File: config.mk
export PLATFORM = sky130hd
export DESIGN_NAME = seq_detect_ctrl
export DESIGN_NICKNAME = d
export VERILOG_FILES = /design/src/rtl/seq_detect_ctrl.sv
export SDC_FILE = /design/constraint.sdc
export NUM_CORES = 1
export LEC_CHECK = 0
export CELL_PAD_IN_SITES_DETAIL_PLACEMENT = 0
export CELL_PAD_IN_SITES_GLOBAL_PLACEMENT = 2
export CORE_MARGIN = 8
export CORE_UTILIZATION = 38
export CTS_BUF_LIST = sky130_fd_sc_hd__clkbuf_8
export DETAILED_ROUTE_END_ITERATION = 8
export PLACE_DENSITY = 0.85
export SETUP_SLACK_MARGIN = 0.05
export SLEW_MARGIN = 15
export SYNTH_ARGS = -nofsm -noshare
export SYNTH_HDL_FRONTEND = slang
export SYNTH_SLANG_ARGS = --single-unit
File: constraint.sdc
create_clock -name clock -period 4.9 [get_ports clock]
set_input_delay 0.49 -clock clock [delete_from_list [all_inputs] [get_ports clock]]
set_output_delay 0.49 -clock clock [all_outputs]
set_load 0.02 [all_outputs]
File: src/rtl/seq_detect_ctrl.sv
// seq_detect_ctrl
// ---------------------------------------------------------------------------
// Run controller for serial pattern detection. A host loads a PAT_W-bit
// pattern, a match target and a cycle timeout, then starts a run. The
// controller shifts qualified serial bits into a window. It reports each
// match with a one-cycle hit pulse and counts the matches. The run ends when
// the target count is reached, when the timeout expires, or on abort.
//
// Handshake: a config word transfers on any rising clock edge where
// cfg_valid and cfg_ready are both high. cfg_ready is high only when no run
// is active (IDLE or DONE). The host may hold cfg_valid high while
// cfg_ready is low; nothing is taken until both are high at an edge.
//
// Ports
//   clock        in   sole clock, rising edge
//   reset_n      in   asynchronous active-low reset
//   cfg_valid    in   config offer
//   cfg_ready    out  config can be accepted (IDLE or DONE)
//   cfg_pattern  in   pattern, MSB is the first bit received
//   cfg_target   in   matches that end a run, 0 = unlimited
//   cfg_timeout  in   run length limit in clock cycles, 0 = none
//   cfg_overlap  in   1 = overlapping matches allowed
//   start        in   begin a run (ignored while busy)
//   abort        in   terminate a run / leave DONE
//   bit_valid    in   bit_in qualifier
//   bit_in       in   serial data
//   busy         out  run in progress (FILL or SEARCH)
//   hit          out  one-cycle match pulse
//   match_count  out  matches in current/last run
//   done         out  run ended by target or timeout (level)
//   timed_out    out  run ended by timeout (valid with done)
//   dbg_state    out  current FSM state, for checkers
// ---------------------------------------------------------------------------
module seq_detect_ctrl #(
  parameter int PAT_W = 4,
  parameter int CNT_W = 8,
  parameter int TMO_W = 12
) (
  input  logic             clock,
  input  logic             reset_n,
  input  logic             cfg_valid,
  output logic             cfg_ready,
  input  logic [PAT_W-1:0] cfg_pattern,
  input  logic [CNT_W-1:0] cfg_target,
  input  logic [TMO_W-1:0] cfg_timeout,
  input  logic             cfg_overlap,
  input  logic             start,
  input  logic             abort,
  input  logic             bit_valid,
  input  logic             bit_in,
  output logic             busy,
  output logic             hit,
  output logic [CNT_W-1:0] match_count,
  output logic             done,
  output logic             timed_out,
  output logic [1:0]       dbg_state
);

  typedef enum logic [1:0] {
    ST_IDLE   = 2'd0,
    ST_FILL   = 2'd1,
    ST_SEARCH = 2'd2,
    ST_DONE   = 2'd3
  } state_t;

  localparam int                FILL_W    = $clog2(PAT_W + 1);
  localparam logic [FILL_W-1:0] FILL_FULL = FILL_W'(PAT_W);

  state_t state_q;
  state_t state_d;

  // Latched configuration
  logic [PAT_W-1:0]  pattern_q;
  logic [CNT_W-1:0]  target_q;
  logic [TMO_W-1:0]  timeout_q;
  logic              overlap_q;

  // Run datapath
  logic [PAT_W-1:0]  window_q;
  logic [FILL_W-1:0] fill_q;
  logic [TMO_W-1:0]  timer_q;

  // Per-edge decisions
  logic              run_active;
  logic              bit_take;
  logic [PAT_W-1:0]  win_next;
  logic [FILL_W-1:0] fill_next;
  logic              match;
  logic              target_hit;
  logic              tmo_hit;
  logic              cfg_fire;
  logic [CNT_W-1:0]  count_inc;

  // -------------------------------------------------------------------------
  // Decision logic shared by the FSM and the datapath
  // -------------------------------------------------------------------------
  always_comb begin
    run_active = (state_q == ST_FILL) || (state_q == ST_SEARCH);
    bit_take   = run_active && bit_valid;
    win_next   = {window_q[PAT_W-2:0], bit_in};
    fill_next  = (fill_q == FILL_FULL) ? FILL_FULL : fill_q + 1'b1;
    // fill_next saturates at PAT_W, so "== FULL" means "at least PAT_W bits".
    match      = bit_take && (fill_next == FILL_FULL) && (win_next == pattern_q);
    target_hit = match && (target_q != '0) && ((match_count + 1'b1) == target_q);
    // timer counts busy cycles already elapsed; this edge closes cycle timer+1.
    tmo_hit    = run_active && (timeout_q != '0) && (timer_q == timeout_q - 1'b1);
    cfg_fire   = cfg_valid && cfg_ready;
    count_inc  = (match_count == {CNT_W{1'b1}}) ? match_count : match_count + 1'b1;
  end

  // -------------------------------------------------------------------------
  // FSM: state register
  // -------------------------------------------------------------------------
  always_ff @(posedge clock or negedge reset_n) begin
    if (!reset_n) begin
      state_q <= ST_IDLE;
    end else begin
      state_q <= state_d;
    end
  end

  // -------------------------------------------------------------------------
  // FSM: next state
  // Busy priority: abort, then a target-completing match, then timeout,
  // then the non-overlap refill, then the FILL->SEARCH step.
  // -------------------------------------------------------------------------
  always_comb begin
    state_d = state_q;
    unique case (state_q)
      ST_IDLE: begin
        if (start) state_d = ST_FILL;
      end
      ST_FILL, ST_SEARCH: begin
        if (abort) begin
          state_d = ST_IDLE;
        end else if (target_hit || tmo_hit) begin
          state_d = ST_DONE;
        end else if (match && !overlap_q) begin
          state_d = ST_FILL;
        end else if (bit_take && (fill_next == FILL_FULL)) begin
          state_d = ST_SEARCH;
        end
      end
      ST_DONE: begin
        if (abort) begin
          state_d = ST_IDLE;
        end else if (start) begin
          state_d = ST_FILL;
        end
      end
      default: state_d = ST_IDLE;
    endcase
  end

  // -------------------------------------------------------------------------
  // FSM: outputs decoded from state
  // -------------------------------------------------------------------------
  always_comb begin
    busy      = (state_q == ST_FILL) || (state_q == ST_SEARCH);
    cfg_ready = (state_q == ST_IDLE) || (state_q == ST_DONE);
    dbg_state = state_q;
  end

  // -------------------------------------------------------------------------
  // Configuration registers
  // -------------------------------------------------------------------------
  always_ff @(posedge clock or negedge reset_n) begin
    if (!reset_n) begin
      pattern_q <= '0;
      target_q  <= CNT_W'(1);
      timeout_q <= '0;
      overlap_q <= 1'b1;
    end else if (cfg_fire) begin
      pattern_q <= cfg_pattern;
      target_q  <= cfg_target;
      timeout_q <= cfg_timeout;
      overlap_q <= cfg_overlap;
    end
  end

  // -------------------------------------------------------------------------
  // Run datapath: window, fill counter, timer, match counter and flags
  // -------------------------------------------------------------------------
  always_ff @(posedge clock or negedge reset_n) begin
    if (!reset_n) begin
      window_q    <= '0;
      fill_q      <= '0;
      timer_q     <= '0;
      match_count <= '0;
      hit         <= 1'b0;
      done        <= 1'b0;
      timed_out   <= 1'b0;
    end else begin
      hit <= 1'b0;
      unique case (state_q)
        ST_IDLE: begin
          if (start) begin
            window_q    <= '0;
            fill_q      <= '0;
            timer_q     <= '0;
            match_count <= '0;
            done        <= 1'b0;
            timed_out   <= 1'b0;
          end
        end
        ST_DONE: begin
          if (abort) begin
            done      <= 1'b0;
            timed_out <= 1'b0;
          end else if (start) begin
            window_q    <= '0;
            fill_q      <= '0;
            timer_q     <= '0;
            match_count <= '0;
            done        <= 1'b0;
            timed_out   <= 1'b0;
          end
        end
        ST_FILL, ST_SEARCH: begin
          // An abort freezes everything, including a match on the same edge.
          if (!abort) begin
            timer_q <= timer_q + 1'b1;
            if (bit_take) begin
              window_q <= win_next;
              fill_q   <= (match && !overlap_q) ? '0 : fill_next;
            end
            if (match) begin
              hit         <= 1'b1;
              match_count <= count_inc;
            end
            if (target_hit) begin
              done      <= 1'b1;
              timed_out <= 1'b0;
            end else if (tmo_hit) begin
              done      <= 1'b1;
              timed_out <= 1'b1;
            end
          end
        end
        default: ;
      endcase
    end
  end

endmodule

# Word-level counts from Yosys, hierarchy flattened
# Cells that the tools add are included.
totals:
  output_inout_bits: 15
  in_bits: 32
  wordCells: 96
  register_bits: 57
classes:
  reduce_logical: 21
  addsub: 4
  eq_ne: 16
  mux: 43
op_table:
  columns: ["cell", "count"]
  rows:
  - ["8-bit 2-to-1 mux", 5]
  - ["12-bit 2-to-1 mux", 3]
  - ["12-bit one-hot mux with 3 select lines", 1]
  - ["8-bit one-hot mux with 3 select lines", 1]
  - ["3-bit 2-to-1 mux", 6]
  - ["4-bit 2-to-1 mux", 4]
  - ["12-bit by 1-bit adder with 12-bit output (second input constant)", 1]
  - ["12-bit == test", 1]
  - ["1-bit 2-to-1 mux", 12]
  - ["2-bit 2-to-1 mux", 6]
  - ["4-bit one-hot mux with 3 select lines", 1]
  - ["12-bit nonzero test", 1]
  - ["12-bit by 1-bit subtractor with 12-bit output (second input constant)", 1]
  - ["2-bit != test (second input constant)", 5]
  - ["1-bit logical AND", 9]
  - ["3-bit one-hot mux with 3 select lines", 1]
  - ["8-bit by 1-bit adder with 8-bit output (second input constant)", 1]
  - ["8-bit == test", 1]
  - ["8-bit == test (second input constant)", 1]
  - ["8-bit nonzero test", 1]
  - ["3-bit == test (second input constant)", 2]
  - ["1-bit one-hot mux with 3 select lines", 2]
  - ["2-bit one-hot mux with 3 select lines", 1]
  - ["5-bit != test (second input constant)", 1]
  - ["other kinds (12)", 16]

# Logic depth before layout (Yosys ltp)
depth:
  ltp_word: 11
  mapped_depth: 10
  depth_no_buf: 9

# Worst setup path after synthesis
# OpenSTA, ideal clock, no wires.
synth_path:
  kind: "reg-to-reg"
  startpoint: "reg state_q[0], in the netlist dbg_state[0]"
  endpoint: "reg done"
  setup_slack_ns: 2.110
  synth_period_minus_slack_ns: 2.790
  t_arrival_ns: 2.665
  t_required_ns: 4.774
  path_buffers: 0
  path_stages_with_launch: 9
  setup_ns: 0.126
  path_cell_list: "dfrtp_1 -> inv_1 -> ha_1 -> inv_1 -> or4_1 -> nor3_1 -> nand3_1 -> and4b_1 -> a221o_1"
synth_between:
  elab_chain_cells: 10
  word_cells_on_any_way: 19
  classes_between: "eq/ne: 5; mux: 3; reduce/logical: 11"
synth_rtl:
  columns: ["element", "line_no", "source"]
  rows:
  - ["start, declared", "69", "state_t state_q;"]
  - ["start signal, assigned", "118", "state_q <= state_d;"]
  - ["2-bit by 1-bit == test with 1-bit output or 2-bit == test (tied branches)", null, null]
  - ["1-bit logical OR *", null, null]
  - ["named net busy", "51", "output logic busy,"]
  - ["1-bit logical AND", "99", "bit_take = run_active && bit_valid;"]
  - ["1-bit logical AND (2 in series)", "103", "match = bit_take && (fill_next == FILL_FULL) && (win_next == pattern_q);"]
  - ["1-bit logical AND (2 in series)", "104", "target_hit = match && (target_q != '0) && ((match_count + 1'b1) == target_q);"]
  - ["1-bit 2-to-1 mux", "231", "if (target_hit) begin"]
  - ["1-bit 2-to-1 mux", "221", "if (!abort) begin"]
  - ["1-bit one-hot mux with 3 select lines", "195", "unique case (state_q)"]
  - ["end signal, assigned", "202", "done <= 1'b0;"]
  - ["end signal, assigned", "232", "done <= 1'b1;"]
  - ["end signal, assigned", "235", "done <= 1'b1;"]
  - ["end, declared", "54", "output logic done,"]
# The timed path passes the listed nets; every way through them passes the cells marked *. The select of a mux whose other input is x is not followed.
# A chain may end at the register's enable or synchronous reset.

# Worst setup path in the final report
layout_path:
  startpoint: "reg state_q[0], in the netlist dbg_state[0]"
  endpoint: "reg match_count[5]"
layout_between:
  elab_chain_cells: 7
  word_cells_on_any_way: 15
  classes_between: "eq/ne: 7; mux: 1; reduce/logical: 7"
layout_rtl:
  columns: ["element", "line_no", "source"]
  rows:
  - ["2-bit by 1-bit == test with 1-bit output or 2-bit == test (tied branches)", "98, 195", null]
  - ["1-bit logical OR", "98", "run_active = (state_q == ST_FILL) || (state_q == ST_SEARCH);"]
  - ["1-bit logical AND", "99", null]
  - ["1-bit logical AND (2 in series)", "103", null]
  - ["2-bit != test (no line)", null, null]
  - ["4-bit AND reduction (no line)", null, null]
  - ["end signal, assigned", "229", "match_count <= count_inc;"]
  - ["end, declared", "53", "output logic [CNT_W-1:0] match_count,"]
# Parallel ways exist; a longest one is shown, timed or not.

==> results.py <==
metrics = {
    "global_routing": {
        "grt_pass1_vias": 2721,
        "grt-ovfl-total": 0,
        "grt.total_usage_pct": 14.2,
        "grt_max_degree": 57,
        "antenna_found_initial": 0,
        "grt_pass1_wl_mm": 13.7,
    },
    "floorplan": {
        "die_y_um": 110,
        "die_width_um": 110,
        "row_count": 34,
        "dieArea_um2": 12000,
        "start_util_pct": 38.7,
        "io_pins": 47,
        "core_area_um2": 8590,
    },
    "synthesis": {
        "synth_cell_types": 53,
        "synth_common_cells": "dfrtp_1, nand2_1, nor2_1",
        "yosys_register_bits": 56,
        "synthTopCellsByArea": "dfrtp_1, mux2_2, xnor2_1",
        "yosys.area.top_type": "dfrtp_1",
        "netlist_area_um2": 3330,
        "yosysSeqAreaShare_pct": 42.2,
        "syn_nets": 388,
        "syn-instance-count": 348,
        "async_flop_share_pct": 100,
        "synth_edf_count": 0,
        "yosysWarnings": 0,
        "syn_area_per_cell_um2": 9.56,
        "synth-main-ff-cell": "dfrtp_1",
        "yosysMostFrequentCell": "dfrtp_1",
        "yosysTopAreaCellShare_pct": 40.6,
    },
    "sta": {
        "finClkSkew_ns": 0.00727,
        "relSlewSlack_pct": 27.0,
        "finalSetupViolCount": 0,
        "fmax_ghz": 0.306,
        "worst_slew_pin_slew_ns": 1.09,
        "setup_tns_ns": 0,
        "hold-worst-slack_ns": 0.317,
        "finalCriticalPeriod_ns": 3.27,
        "finalHoldViolCount": 0,
        "rsz0062_at_grt": "false",
        "slew_violations": 0,
        "min_period_over_period_pct": 66.7,
    },
    "power": {
        "power_frac_clock_pct": 17.6,
        "p_sw_share_pct": 38.3,
        "p_int_w": 0.000988,
        "p_sw_w": 0.000613,
        "pwr-share-seq_pct": 44.6,
        "pwr-share-comb_pct": 37.8,
        "p_leak_nw": 1.56,
        "power.density_nw_per_um2": 404,
        "ir_drop_v": 0.000196,
    },
    "layout": {
        "fillCellCount": 844,
        "post_route_cells_drive_above_1_share_pct": 11.6,
        "stdcell_count": 496,
        "final_cell_area_um2": 3960,
        "antenna_cells": 0,
        "layout.nets": 428,
        "area_growth_pct": 19.1,
    },
    "clocking": {
        "cts_buffer_depth": 2,
        "post-cts-setup-buffers": 0,
        "cts_root_buf": "clkbuf_8",
        "cts_hold_buffers": 0,
        "clkSlewWorstSetupHoldPaths_ns": 0.10,
        "clkLatencyLatePin_ns": 0.31,
        "htreeDepth": 2,
        "cts_resized": 0,
        "cts_tree": "done",
        "numCtsBuffers": 5,
        "clkSinkCount": 56,
    },
    "detailed_routing": {
        "drt-total-wl_mm": 8.15,
        "wl_per_cell_um": 16.4,
        "drt-pass1-iter-count": 4,
        "vias_per_cell": 5.35,
        "dr_total_vias": 2655,
        "drtIter0Drc": 118,
        "drtAntennaViolNets": 0,
        "drt_drc_violations_left": 0,
    },
    "setup_path": {
        "cp.arrival_ns": 3.47,
        "crit_fanout": 16,
        "critPathRequiredTime_ns": 5.11,
        "cp-start-kind": "flip-flop",
        "reg2reg_slack_ns": 1.63,
        "critical_path_class": "reg2reg",
        "end_kind": "flip-flop",
        "worst_r2r_path_depth": 7,
    },
    "run_status": {
        "status": "completed",
    },
    "min_path": {
        "hp-class": "in2async",
    },
    "place": {
        "port_buffers": 46,
        "place_area_um2": 3870,
        "hpwl_mm": 5.88,
        "routabilityCongestion": 0.812,
        "placed_cells": 489,
    },
    "job": {
        "maxCapViolations": 0,
    },
}
cells in the final DEF, fill, tap and decap left out, drive strengths merged, types with 5 or more instances in the layout:
| cell | netlist | routed |
|---|---|---|
| xnor2 | 19 | 19 |
| a22o | 10 | 10 |
| xor2 | 15 | 15 |
| mux2 | 23 | 23 |
| a21oi | 9 | 9 |
| nor2 | 34 | 34 |
| ha | 8 | 8 |
| nor3 | 6 | 6 |
| inv | 11 | 11 |
| nand3 | 10 | 10 |
| clkdlybuf4s50 | 0 | 45 |
| o21ai | 25 | 25 |
| dfrtp | 54 | 54 |
| clkbuf | 12 | 7 |
| or3 | 5 | 5 |
| nand2 | 35 | 35 |
layer usage:
layer	GRT usage, %	share of wire (%)	vias up
met5	0	0	-
li1	-	-	1318
met1	18.5	47	1286
met3	3.63	4.6	6
met4	3.57	0.86	0
met2	22.9	48	45
power by group through the flow:
stage,Clock [W],Sequential (W),Combinational [W]
after floorplan,0,0.000686,0.000449
after global placement,0,0.000721,0.000604
after detailed placement,0,0.000724,0.000605
after CTS,0.000292,0.000715,0.000610
after global routing,0.000307,0.000734,0.000670
final,0.000282,0.000714,0.000605
final cells by class:
type / instances / area, um2 / area share, %
Inverter: 11 / 41.3 / 1.04
Timing Repair Buffer: 48 / 470 / 11.9
Clock buffer: 7 / 96.3 / 2.43
Tap cell: 108 / 135 / 3.41
Sequential cell: 56 / 1400 / 35.4
Multi-Input combinational cell: 266 / 1820 / 45.8
through the flow:
| step | total power, W | utilization, % | worst slack (ns) |
|---|---|---|---|
| 2_1_floorplan | 0.00113 | - | 2.11 |
| 3_3_place_gp | 0.00132 | 45.0 | 1.67 |
| 3_5_place_dp | 0.00133 | 45.0 | 1.71 |
| 4_1_cts | 0.00162 | 46.1 | 1.68 |
| 5_1_grt | 0.00171 | 46.1 | 1.30 |
| 6_report | 0.00160 | 46.1 | 1.63 |
worst max-delay path, cell delays in order (launching register included):
cell	delay, ns
dfrtp_1	0.41
inv_1	0.08
ha_1	0.65
inv_1	0.23
and3_1	0.40
o22ai_1	0.91
o21ai_0	0.25
a22o_1	0.23
registers in the layout (all words and copies together), names as in the netlist, 2 cells and up:
signal,cells
timeout_q,12
timer_q,12
match_count,8
target_q,8
pattern_q,4
fill_q,3
window_q,3
dbg_state,2
kinds of logic after synthesis:
logic type               after synthesis  share of synthesized area [%]
XOR/XNOR                              34                           8.95
AND/OR/NAND/NOR                      128                           19.8
multiplexers                          26                           8.68
AO/OA/AOI/OAI                         70                           14.0
flip-flops                            56                           42.2
adder cells (fa/ha/maj)                8                           3.01
buffers and inverters                 26                           3.31
final timing paths:
check	startpoint	endpoint
hold / removal	reset_n	timeout_q[8]$_DFFE_PN0P_
setup reg to reg	dbg_state[0]$_DFFE_PN0P_	match_count[5]$_DFFE_PN0P_
max in group asynchronous	reset_n	match_count[7]$_DFFE_PN0P_
setup / recovery	dbg_state[0]$_DFFE_PN0P_	match_count[5]$_DFFE_PN0P_
hold reg to reg	window_q[2]$_DFFE_PN0P_	window_q[2]$_DFFE_PN0P_
min in group clock	window_q[2]$_DFFE_PN0P_	window_q[2]$_DFFE_PN0P_
No activity file was read; power rests on OpenSTA's default activity.
